$ cat src/rtl/proc_sequencer_if.sv
// proc_sequencer_if: instruction handshake between the sequencer and the 9-bit processor.
interface proc_sequencer_if;
    logic [8:0] DIN;
    logic       Run;
    logic       ProcDone;
    modport master(output DIN, Run, input ProcDone);
    modport slave(input DIN, Run, output ProcDone);
endinterface

$ cat src/rtl/proc_sequencer.sv
// proc_sequencer: issues a loaded 9-bit program to the mv/mvi/add/sub processor one word at a time.
module proc_sequencer #(
    parameter int DEPTH = 32,
    parameter int AW    = 5,
    parameter int TMO   = 4
) (
    input  logic          Clock,
    input  logic          Resetn,
    input  logic          Start,
    input  logic          LdEn,
    input  logic [AW-1:0] LdAddr,
    input  logic [8:0]    LdData,
    proc_sequencer_if.master bus,
    output logic          Busy,
    output logic          SeqDone,
    output logic          Error,
    output logic [AW-1:0] PC,
    output logic [7:0]    InstrCount
);
    localparam int TW = $clog2(TMO + 1);
    localparam logic [TW-1:0] TLIM = TW'(TMO - 1);
    typedef enum logic [2:0] {IDLE, CHECK, ISSUE, OPERAND, WAIT, FINISH} state_t;
    state_t state, nxt;
    logic [8:0] mem [DEPTH];
    logic [8:0] word;
    logic mvi, halt, last, err_n;
    logic [AW:0] step;
    logic [AW-1:0] pc_n;
    logic [7:0] cnt_n;
    logic [TW-1:0] tmo, tmo_n;
    assign word = mem[PC];
    assign mvi  = word[8:6] == 3'b001;
    assign halt = word[8:6] == 3'b111;
    assign last = PC == AW'(DEPTH - 1);
    // carry out of step marks the PC wrapping past the last word
    assign step = {1'b0, PC} + (state == OPERAND ? (AW+1)'(2) : (AW+1)'(1));
    assign bus.Run = state == ISSUE;
    assign bus.DIN = state == ISSUE ? word : state == OPERAND ? mem[PC + AW'(1)] : 9'd0;
    assign Busy    = state != IDLE;
    assign SeqDone = state == FINISH;
    always_ff @(posedge Clock)
        if (LdEn && !Busy) mem[LdAddr] <= LdData;
    always_ff @(posedge Clock or negedge Resetn)
        if (!Resetn) state <= IDLE;
        else state <= nxt;
    always_ff @(posedge Clock or negedge Resetn)
        if (!Resetn) begin
            PC <= '0;
            InstrCount <= '0;
            Error <= 1'b0;
            tmo <= '0;
        end else begin
            PC <= pc_n;
            InstrCount <= cnt_n;
            Error <= err_n;
            tmo <= tmo_n;
        end
    always_comb begin
        nxt = state;
        pc_n = PC;
        cnt_n = InstrCount;
        err_n = Error;
        tmo_n = tmo;
        case (state)
            IDLE:
                if (Start) begin
                    pc_n = '0;
                    cnt_n = '0;
                    err_n = 1'b0;
                    nxt = CHECK;
                end
            CHECK:
                if (halt) nxt = FINISH;
                else if (mvi && last) begin
                    err_n = 1'b1;
                    nxt = IDLE;
                end else nxt = ISSUE;
            ISSUE: begin
                tmo_n = '0;
                nxt = mvi ? OPERAND : WAIT;
            end
            OPERAND, WAIT:
                if (bus.ProcDone) begin
                    pc_n = step[AW-1:0];
                    cnt_n = InstrCount + 8'(InstrCount != 8'hFF);
                    nxt = step[AW] ? FINISH : CHECK;
                end else if (state == OPERAND) nxt = WAIT;
                else if (tmo == TLIM) begin
                    err_n = 1'b1;
                    nxt = IDLE;
                end else tmo_n = tmo + TW'(1);
            FINISH: nxt = IDLE;
            default: nxt = IDLE;
        endcase
    end
endmodule

$ cat src/flat_wrapper.sv
// flat-port wrapper written by rule: the top's interface ports become plain ports
module proc_sequencer_flat 
#(
    parameter int DEPTH = 32,
    parameter int AW    = 5,
    parameter int TMO   = 4
)
  (Clock, Resetn, Start, LdEn, LdAddr, LdData, Busy, SeqDone, Error, PC, InstrCount, bus_DIN, bus_Run, bus_ProcDone);
  proc_sequencer_if bus_i ();
  input  logic Clock;
  input  logic Resetn;
  input  logic Start;
  input  logic LdEn;
  input  logic [AW-1:0] LdAddr;
  input  logic [8:0] LdData;
  output logic Busy;
  output logic SeqDone;
  output logic Error;
  output logic [AW-1:0] PC;
  output logic [7:0] InstrCount;
  output wire logic [$bits(bus_i.DIN)-1:0] bus_DIN;
  output wire logic [$bits(bus_i.Run)-1:0] bus_Run;
  input wire logic [$bits(bus_i.ProcDone)-1:0] bus_ProcDone;
  assign bus_DIN = bus_i.DIN;
  assign bus_Run = bus_i.Run;
  assign bus_i.ProcDone = bus_ProcDone;
  proc_sequencer #(.DEPTH(DEPTH), .AW(AW), .TMO(TMO)) u_core (.Clock(Clock), .Resetn(Resetn), .Start(Start), .LdEn(LdEn), .LdAddr(LdAddr), .LdData(LdData), .bus(bus_i), .Busy(Busy), .SeqDone(SeqDone), .Error(Error), .PC(PC), .InstrCount(InstrCount));
endmodule
$ cat config.mk
export PLATFORM = sky130hd
export DESIGN_NAME = proc_sequencer_flat
export DESIGN_NICKNAME = d
export VERILOG_FILES = /design/src/rtl/proc_sequencer_if.sv /design/src/rtl/proc_sequencer.sv /design/src/flat_wrapper.sv
export SDC_FILE = /design/constraint.sdc
export NUM_CORES = 1
export LEC_CHECK = 0
export BUFFER_PORTS_ARGS = -buffer_cell sky130_fd_sc_hd__buf_2
export CORE_MARGIN = 4
export CORE_UTILIZATION = 46
export DETAILED_ROUTE_END_ITERATION = 12
export MAX_ROUTING_LAYER = met4
export PLACE_DENSITY_LB_ADDON = 0.25
export SLEW_MARGIN = 30
export SYNTH_ARGS = -nofsm -noshare
export SYNTH_HDL_FRONTEND = slang
export SYNTH_SLANG_ARGS = --single-unit
$ cat constraint.sdc
create_clock -name Clock -period 2.7 [get_ports Clock]
set_input_delay 0.135 -clock Clock [delete_from_list [all_inputs] [get_ports Clock]]
set_output_delay 0.135 -clock Clock [all_outputs]
set_load 0.02 [all_outputs]
==> results.md <==
* Result of the run: finished, violations left
* Failing checks: negative setup slack
* FP Rows at 65
* Violation count after the first detailed-routing iteration at ~1000
* Number of H-tree levels at 2
* Count of nets left with antenna violations after detail routing at 0
* Maximum fanout along the worst path at 14
* Worst-case vdd ir drop at around 0.62 mV
* Fraction of final layout cells with drive strength greater than 1 at around two fifths
* Clock latency on the worst-skew pair at 0.51 ns
* Internal power at approximately 12 mW
* Largest clock skew in the final design at roughly 0.019 ns
* Utilization after layout at around 56%
* Part of the Yosys area used for sequential elements at between 60% and 70%
* Max Root-Sink Buffers at 3
* Max frequency at slightly below 300 MHz
* Final Max Tran Viols at 0
* Reported leakage power at roughly 5.8 nW
* HPWL after DPL at roughly 26000 um
* Biggest cell delay along the critical path at ~0.54 ns
* WL final at 39600 um
* Slew of the pin with the lowest slew margin at just under 0.7 ns
* Number of endpoints with negative hold slack in the final report at 0
* Vias in the first global route at around 8900
* Pwr dens at 990 nW/um^2
* Combinational fraction of design power at about two fifths
* Fin worst setup slack at -0.653 ns
* Setup repair after global routing missed its margin: yes
* Hold depth at 4
* Most numerous cell types in the synthesized netlist: edfxtp_1 (288), mux4_2 (160), nor2_1 (47)
* Switch share at between 20% and 30%
* Post-synth net total at ~800
* Core area at between 30000 and 40000 sq um
* Root buffer selected by CTS: clkbuf_16
* Flip-flop and latch count after synthesis at roughly 300
* Proportion of power drawn by the clock network at approximately 28%
* Effective utilization at floorplan at between 40% and 50%
* Top cell type by total area after synthesis: edfxtp_1
* Startpoint types: register
* Overall fraction of global-route tracks in use at a little under a quarter
* Global-route wire length before repair at between 50000 and 60000 um
* Ys async rst share at ~6.5%
* Detailed-route vias per instance at 6.54
* Minimum setup slack after placement at -0.138 ns
* Overflow left after global routing at 0
* Maximum number of pins on one net before global-route repair at 49
* Number of vias in the routed layout at a little under 9000
* Ratio of final minimum period to clock period at 124%
* Cell family contributing the most delay on the critical path: multiplexers
* Remaining max-slew budget at the tightest pin at 54.2%
* Shortest period the worst path allows at approximately 3.4 ns
* Worst Setup End Kind: output port
* Input/output buffers at 44
* Part of the power in registers at a little over 30%
* Number of optimization iterations in the first detailed-route pass at 5
* Cell depth of the worst flop-to-flop path at 9
* Boundary pin count at 45
* Area of the die at around 35000 sq um
* Post-DR wirelength/cell at around 30 um
* Most numerous cell in the Yosys netlist: edfxtp_1
* Chip height at about 190 um
* Hold Crit Class: in -> reg
* Drt drc at 0
* CTS buffer count at 34
* Cell-by-cell trace of the critical path: ha_4 > buf_16 > mux4_2 > mux4_2 > mux2i_1 > o22ai_2 > buf_2
* Synth Warn # at 0
* Main flop type after synthesis: edfxtp_1
* Distinct cell type count of the synthesized netlist at 57
* Crit path arrival time at around 3.2 ns
* Depth of the critical timing path with buffers and inverters included at 7
* CTS Sinks at roughly 310
* Net count, final at 931
* Initial antenna violation count at 1
* Die outline width at around 190 um
* Category of the most critical setup path: reg -> out
* Critical-path top delay cell: mux4_2
* Syn-to-layout area delta at 19.1%
* Final estimated routing congestion in global placement at 0.870
* Setup-failing EPs final at 10
* Top-area cell type share of the netlist area at ~58%
* Post-synthesis average cell area at just under 20 sq um
* Top cells by area, synth: edfxtp_1 (58%), mux4_2 (24%), dfrtp_1 (3.4%)
* Required time of the worst setup path at roughly 2.6 ns
* Cell occurring most often along the worst timing path: mux4_2
* Number of flops mapped to enable cells by yosys at 288
* Gate Count Post-Synth at between 700 and 800
* Worst path bufs/invs at 2
* Switch Pwr at approximately 5.1 mW
* Clock transition at the registers of the reported paths at roughly 0.070 ns
* Clock tree from TritonCTS: done
* Fillers at between 2000 and 2500
* Max_cap viols at 0
* Total standard cell area after synthesis at about 15000 sq um
-- power groups by stage --
stage | clock, mW | sequential (mW) | combinational, mW
after detailed placement | 0 | 5.54 | 6.15
after global routing | 5.19 | 5.46 | 7.57
final | 4.87 | 5.45 | 7.15
after CTS | 4.94 | 5.45 | 7.10
after floorplan | 0 | 5.52 | 4.68
after global placement | 0 | 5.53 | 6.05
-- path summary, 6_finish.rpt --
kind | startpoint | to | slack, ns
worst min-delay path | bus_ProcDone | u_core.Error$_DFFE_PN0P_ | 0.09
worst max-delay path | u_core.PC[1]$_DFFE_PN0P_ | bus_DIN[2] | -0.65
max in group asynchronous | Resetn | u_core.PC[1]$_DFFE_PN0P_ | 2.18
min in group asynchronous | Resetn | u_core.Error$_DFFE_PN0P_ | 0.13
worst max register to register | u_core.PC[0]$_DFFE_PN0P_ | u_core.state[2]$_DFFE_PN0P_ | -0.02
worst min register to register | u_core.tmo[0]$_DFFE_PN0P_ | u_core.tmo[0]$_DFFE_PN0P_ | 0.50
-- flip-flops by register name, indices dropped and copies added (netlist names) --
register / flops
u_core.InstrCount: 8
u_core.tmo: 3
u_core.mem: 288
u_core.state: 3
u_core.PC: 5
u_core.Error: 1
-- placed cells by master, fill, tap and decap left out, types with 4 or more instances in the layout --
cell,count
nand2b_1,5
buf_2,39
nor2_1,46
mux4_2,160
mux4_1,5
a221oi_1,5
and2_1,4
edfxtp_1,288
buf_12,8
clkbuf_16,38
nor2b_1,6
buf_16,8
a21oi_1,4
o21ai_0,10
inv_1,13
dfrtp_1,18
bufinv_16,6
o22ai_1,7
and3_1,5
xor2_1,6
ha_1,7
nand4_1,5
nand2_1,23
mux2i_1,30
mux2_1,5
buf_4,86
nand3_1,10
clkinv_1,6
clkbuf_1,7
-- routing by layer --
layer,share of wire (%),global-route usage (%),wire [um]
met5,0,-,0
met4,2.4,6.35,963
met3,7.2,3.09,2850
met2,50,37.3,19800
met1,40,31.7,15900
-- tightest hold or removal path, delay by kind of cell --
kind	cells	cell delay, ns
buf+inv	1	0.14
simple gates	1	0.06
compound gates	2	0.22
-- cells by family after synthesis --
kind of cell,count (synthesis),share of synthesized area [%]
compound gates,50,2.47
xor+xnor,9,0.633
fa+ha+maj,9,0.810
buf+inv,67,2.46
flops,308,61.7
mux,203,27.9
simple gates,125,4.06
-- metrics by stage --
| stage | power [mW] | TNS [ns] | hold WS (ns) | instance area (sq um) | std cells |
|---|---|---|---|---|---|
| floorplan | 10.2 | 0 | -0.161 | 14900 | 771 |
| global placement | 11.6 | -0.648 | 0.105 | 16100 | 1255 |
| detailed placement | 11.7 | -0.938 | 0.130 | 16100 | 1255 |
| CTS | 17.5 | -5.58 | 0.0782 | 17600 | 1326 |
| global route | 18.2 | -6.31 | 0.133 | 17700 | 1329 |
| finish | 17.5 | -5.44 | 0.0903 | 17700 | 1329 |
-- area by class of cell --
| type | count | area [sq um] | area share [%] |
|---|---|---|---|
| timing repair buffer | 150 | 1400 | 7.94 |
| antenna | 1 | 2.50 | 0.0142 |
| sequential | 308 | 9160 | 51.9 |
| tap | 402 | 503 | 2.85 |
| multi-input combinational | 396 | 5370 | 30.4 |
| clock buffer | 44 | 952 | 5.39 |
| clock inverter | 15 | 221 | 1.25 |
| inverter | 13 | 48.8 | 0.276 |
-- repair_timing --
item                                    CTS  global route
setup buffers                             3             1
endpoints found under the hold margin    21             0
gates resized for setup                  19             9
endpoints found under the setup margin   17            12
hold buffers                              2             0
gates cloned                              7             1
pin swaps                                 5             0
No activity file was read; power rests on OpenSTA's default activity.
